--- src/rtl/muldiv_unit.sv ---
// Iterative multiply/divide unit for the EX stage.
// Produces HI/LO for MULT/MULTU/DIV/DIVU; flush aborts without touching outputs.
module muldiv_unit #(
    parameter int WIDTH   = 32,
    parameter int MUL_LAT = 4
) (
    input  logic             clk_i,
    input  logic             rst_i,
    input  logic             start_i,
    input  logic [1:0]       op_i,
    input  logic             flush_i,
    input  logic [WIDTH-1:0] a_i,
    input  logic [WIDTH-1:0] b_i,
    output logic             stall_o,
    output logic             busy_o,
    output logic             done_o,
    output logic [WIDTH-1:0] hi_o,
    output logic [WIDTH-1:0] lo_o,
    output logic             dbz_o
);

    localparam int CMAX = (WIDTH > MUL_LAT) ? WIDTH : MUL_LAT;
    localparam int CW   = $clog2(CMAX + 1);

    typedef enum logic [1:0] {IDLE, MUL, DIV, DONE} state_t;

    state_t             state;
    logic [CW-1:0]      cnt;
    logic [2*WIDTH-1:0] prod_q;
    logic [2*WIDTH-1:0] prod_now;
    logic [WIDTH-1:0]   rem_q, quo_q, dvs_q;
    logic               neg_q, neg_r;

    logic               a_neg, b_neg;
    logic [WIDTH-1:0]   a_mag, b_mag;
    logic [WIDTH:0]     trial;
    logic [WIDTH-1:0]   rem_nx, quo_nx;
    logic [WIDTH-1:0]   q_fix, r_fix;

    // Sign bit extension selects signed or unsigned product.
    function automatic logic [2*WIDTH-1:0] mul_f(
        input logic [WIDTH-1:0] a,
        input logic [WIDTH-1:0] b,
        input logic             sgn
    );
        logic [2*WIDTH-1:0] ax, bx;
        ax = {{WIDTH{sgn & a[WIDTH-1]}}, a};
        bx = {{WIDTH{sgn & b[WIDTH-1]}}, b};
        return ax * bx;
    endfunction

    assign prod_now = mul_f(a_i, b_i, ~op_i[0]);

    assign a_neg = ~op_i[0] & a_i[WIDTH-1];
    assign b_neg = ~op_i[0] & b_i[WIDTH-1];
    assign a_mag = a_neg ? -a_i : a_i;
    assign b_mag = b_neg ? -b_i : b_i;

    // Restoring step: shift in next dividend bit, keep the trial if no borrow.
    assign trial  = {rem_q, quo_q[WIDTH-1]} - {1'b0, dvs_q};
    assign rem_nx = trial[WIDTH] ? {rem_q[WIDTH-2:0], quo_q[WIDTH-1]}
                                 : trial[WIDTH-1:0];
    assign quo_nx = {quo_q[WIDTH-2:0], ~trial[WIDTH]};
    assign q_fix  = neg_q ? -quo_nx : quo_nx;
    assign r_fix  = neg_r ? -rem_nx : rem_nx;

    assign stall_o = start_i & ~done_o;

    // Control FSM plus datapath registers and registered outputs.
    always_ff @(posedge clk_i) begin
        if (rst_i) begin
            state  <= IDLE;
            cnt    <= '0;
            hi_o   <= '0;
            lo_o   <= '0;
            done_o <= 1'b0;
            busy_o <= 1'b0;
            dbz_o  <= 1'b0;
        end else begin
            done_o <= 1'b0;
            if (flush_i) begin
                state  <= IDLE;
                cnt    <= '0;
                busy_o <= 1'b0;
            end else begin
                unique case (state)
                    IDLE: begin
                        if (start_i) begin
                            prod_q <= prod_now;
                            rem_q  <= '0;
                            quo_q  <= a_mag;
                            dvs_q  <= b_mag;
                            neg_q  <= a_neg ^ b_neg;
                            neg_r  <= a_neg;
                            cnt    <= op_i[1] ? CW'(0) : CW'(1);
                            if (!op_i[1]) begin
                                if (MUL_LAT == 1) begin
                                    {hi_o, lo_o} <= prod_now;
                                    dbz_o  <= 1'b0;
                                    done_o <= 1'b1;
                                    state  <= DONE;
                                end else begin
                                    busy_o <= 1'b1;
                                    state  <= MUL;
                                end
                            end else if (b_i == '0) begin
                                hi_o   <= a_i;
                                lo_o   <= '1;
                                dbz_o  <= 1'b1;
                                done_o <= 1'b1;
                                state  <= DONE;
                            end else begin
                                busy_o <= 1'b1;
                                state  <= DIV;
                            end
                        end
                    end
                    MUL: begin
                        if (cnt == CW'(MUL_LAT - 1)) begin
                            {hi_o, lo_o} <= prod_q;
                            dbz_o  <= 1'b0;
                            done_o <= 1'b1;
                            busy_o <= 1'b0;
                            cnt    <= '0;
                            state  <= DONE;
                        end else begin
                            cnt <= cnt + 1'b1;
                        end
                    end
                    DIV: begin
                        rem_q <= rem_nx;
                        quo_q <= quo_nx;
                        if (cnt == CW'(WIDTH - 1)) begin
                            hi_o   <= r_fix;
                            lo_o   <= q_fix;
                            dbz_o  <= 1'b0;
                            done_o <= 1'b1;
                            busy_o <= 1'b0;
                            cnt    <= '0;
                            state  <= DONE;
                        end else begin
                            cnt <= cnt + 1'b1;
                        end
                    end
                    DONE: begin
                        cnt   <= '0;
                        state <= IDLE;
                    end
                    default: state <= IDLE;
                endcase
            end
        end
    end

endmodule

--- config.mk ---
export PLATFORM = sky130hd
export DESIGN_NAME = muldiv_unit
export DESIGN_NICKNAME = d
export VERILOG_FILES = /design/src/rtl/muldiv_unit.sv
export SDC_FILE = /design/constraint.sdc
export NUM_CORES = 2
export LEC_CHECK = 0
export BUFFER_PORTS_ARGS = -buffer_cell sky130_fd_sc_hd__buf_2
export CAP_MARGIN = 20
export CORE_ASPECT_RATIO = 0.7
export CORE_MARGIN = 8
export CORE_UTILIZATION = 46
export DETAILED_ROUTE_END_ITERATION = 16
export GPL_ROUTABILITY_DRIVEN = 0
export PLACE_DENSITY = 0.69
export SETUP_SLACK_MARGIN = 0.4
export SLEW_MARGIN = 25
export SYNTH_ARGS = -nofsm -noshare
export SYNTH_HDL_FRONTEND = slang
export SYNTH_SLANG_ARGS = --single-unit
export TNS_END_PERCENT = 1
--- constraint.sdc ---
create_clock -name clk_i -period 10.46 [get_ports clk_i]
set_input_delay 0.523 -clock clk_i [delete_from_list [all_inputs] [get_ports clk_i]]
set_output_delay 0.523 -clock clk_i [all_outputs]
set_load 0.005 [all_outputs]
==> key figures <==
Outcome
  • Status: finished, final reports clean

Timing
  • Final hold violation count: 0
  • Final Slew Violations: 0
  • Final Setup Violations: 0
  • Slew @ Worst Pin: 1120 ps
  • Worst Clk Skew: 32.3 ps
  • Max-slew headroom: 24.8%
  • Fmax: 111 MHz
  • Unrepaired setup endpoints after global routing: false
  • Final Cycle Share: 86.4%
  • Period minus WS final: 9040 ps
  • Setup TNS: 0 ps

Critical path
  • Slowest stage delay, CP: 680 ps
  • CP startpoint: a_i[19]
  • Required @ worst endpoint: 10780 ps
  • Worst reg2reg path depth: 22
  • Top delay family on crit path: adder cells
  • Reg2reg start: quo_q[31]$_DFFE_PP_
  • R2R Path End: hi_o[28]$_SDFFE_PP0P_
  • CP startpoint kind: input pin
  • Cell count along the critical path: 29
  • Cell with the largest stage delay on the worst path: buf_2
  • Crit-path max FO: 33
  • Worst path most repeated cell: fa_1
  • R2r setup slk: 3430 ps
  • Critical path buffers and inverters: 8
  • Critical path capture point: prod_q[56]$_DFFE_PP_
  • Crit. End Element: flip-flop
  • Critical path class: input pin to flip-flop
  • Crit path DAT: 9360 ps

CTS
  • Post-CTS Hold Fix Bufs: 0
  • Number of H-tree levels: 1
  • Clock Latency Late Sink: 590 ps
  • Sink Count: 237
  • Clk buf depth: 3
  • Worst-path clk slew: 80 ps
  • CTS tree: built
  • Num CTS Buffers: 23
  • Post-CTS setup buffers: 0
  • Clock root cell: clkbuf_16
  • PostCTS Resize Cnt: 0

Final layout
  • Seq. cell area: 6370 sq um
  • FILL cells: 10700
  • Multi-input logic area: 40700 sq um
  • Commonest non-fill, non-tap cell in the layout: inv_1
  • Area Overhead vs Synth: 4.83%
  • Fin nets: 7105
  • Post-layout util: 48.4%
  • Share of cells above drive strength 1: 5.84%
  • Final cell count without fillers: 7222
  • Most frequent cells in the layout: 1141 x inv_1, 1126 x fa_1, 871 x nand2_1, 375 x and2_1, 251 x ha_1

Global route
  • Vias in the first global route: 42400
  • Initial antenna violation count: 13
  • GR Overflow Total: 0
  • Largest net degree at the start of global routing: 93
  • First-pass GRT wire length: 254000 um
  • All-Layer GR Usage: 25.7%

Synth
  • Ys async rst share: 0%
  • Mapped Avg Cell Area: 9.13 sq um
  • Post-synth EDFFs: 162
  • Main synth FF type: edfxtp_1
  • Warning count from the yosys run: 0
  • Post-Syn Nets: 7234
  • Sequential area share after synthesis: 12.1%
  • Post-Synthesis Cells: 5784
  • #FFs+latches synth: 237
  • Post-Syn Area: 52800 sq um
  • Library cells used by synthesis: 102

Route
  • Drc violations: 0
  • WL final: 164000 um
  • Total number of vias: 41200
  • WL per Instance: 22.7 um
  • Antenna-violating nets left: 0
  • Detailed-router iteration count before antenna repair: 8
  • Iteration-0 DRC Markers: 4590
  • Via density per instance: 5.71

Min path
  • Worst Hold Launch: start_i
  • Hold Path Class: input pin to flip-flop
  • Depth of the worst hold-timing path: 3

Die
  • Row count: 104
  • CORE AREA: 114000 sq um
  • Starting Density: 46.2%
  • Die height: 299 um
  • Die ar.: 126000 sq um
  • Die Wd: 421 um
  • IO Pins: 138

Placed design
  • Placed cells: 7167
  • Post-detail-place hpwl: 129000 um
  • Port bufs: 137

Job
  • Max-cap violations: 0
routing by layer:
| metal | track usage, % | part of all wire [%] |
|---|---|---|
| met2 | 38.1 | 43 |
| met1 | 36.2 | 40 |
| met4 | 9.22 | 4.3 |
| met3 | 7.25 | 13 |
| met5 | 0 | 0.014 |
cell type report:
cell class	instances	area share (%)
tap	1537	3.47
inverter	1144	7.76
clock inverter	12	0.151
multi-input combinational	4033	73.5
antenna	14	0.0633
timing repair buffer	216	2.35
sequential	237	11.5
clock buffer	29	1.16
synth_stat cells, drive strengths merged (9+ instances only):
cell type	n	share of area (%)
a2111oi	9	0.26
a211o	9	0.15
a211oi	21	0.35
a21boi	11	0.16
a21o	55	0.78
a21oi	161	1.5
a221oi	21	0.37
a31oi	29	0.34
and2	376	4.5
and3	18	0.21
and4	11	0.19
buf	91	0.83
clkbuf	279	2.0
dfxtp	75	2.8
edfxtp	162	9.2
fa	1126	43
ha	254	6.0
inv	1143	8.1
mux2	11	0.23
mux2i	38	0.72
nand2	872	6.2
nand2b	22	0.26
nand3	32	0.30
nand4	22	0.30
nor2	225	1.6
nor2b	20	0.24
nor3	47	0.45
nor3b	11	0.17
nor4	21	0.27
o211a	11	0.22
o211ai	22	0.32
o21a	20	0.29
o21ai	159	1.5
o21bai	9	0.13
o22ai	10	0.13
o31ai	29	0.41
o41ai	16	0.31
or2	11	0.13
or3	31	0.38
or4	16	0.23
xnor2	129	2.1
xor2	72	1.2
through the flow:
step           hold WS [ps]  cell area [sq um]  worst slack, ps
2_1_floorplan           448              52800             1650
6_report                287              55400             1420
3_5_place_dp            442              54600              919
3_3_place_gp            437              54600             1080
5_1_grt                 341              55300              931
4_1_cts                 283              55300             1480
registers in the layout (all words and copies together), names as in the netlist:
signal  count
rem_q      32
busy_o      1
prod_q     64
dbz_o       1
neg_q       1
state       2
done_o      1
dvs_q      32
cnt         6
hi_o       32
quo_q      32
neg_r       1
lo_o       32
cells by family after synthesis:
logic type               count (synthesis)  synth area share [%]
AND/OR/NAND/NOR                       1754                  15.7
buffers and inverters                 1514                  10.9
adder cells (fa/ha/maj)               1380                  48.7
AO/OA/AOI/OAI                          649                  8.30
flip-flops                             237                  12.1
XOR/XNOR                               201                  3.33
multiplexers                            49                 0.955
worst min-delay path, cell delays in order:
cell and delay [ps]:
buf_2 120, a21oi_1 60, nor3_1 110
worst min-delay path by stage:
stage | slack (ps) | end
2_1_floorplan | 450 | hi_o[16]$_SDFFE_PP0P_
3_3_place_gp | 440 | hi_o[4]$_SDFFE_PP0P_
3_5_place_dp | 440 | hi_o[2]$_SDFFE_PP0P_
4_1_cts | 280 | done_o$_SDFF_PN0_
5_1_grt | 340 | done_o$_SDFF_PN0_
6_report | 290 | done_o$_SDFF_PN0_
Power is left out: the tool's default activity adds up to more than one toggle a clock period on the data nets, which glitch-free logic cannot reach.
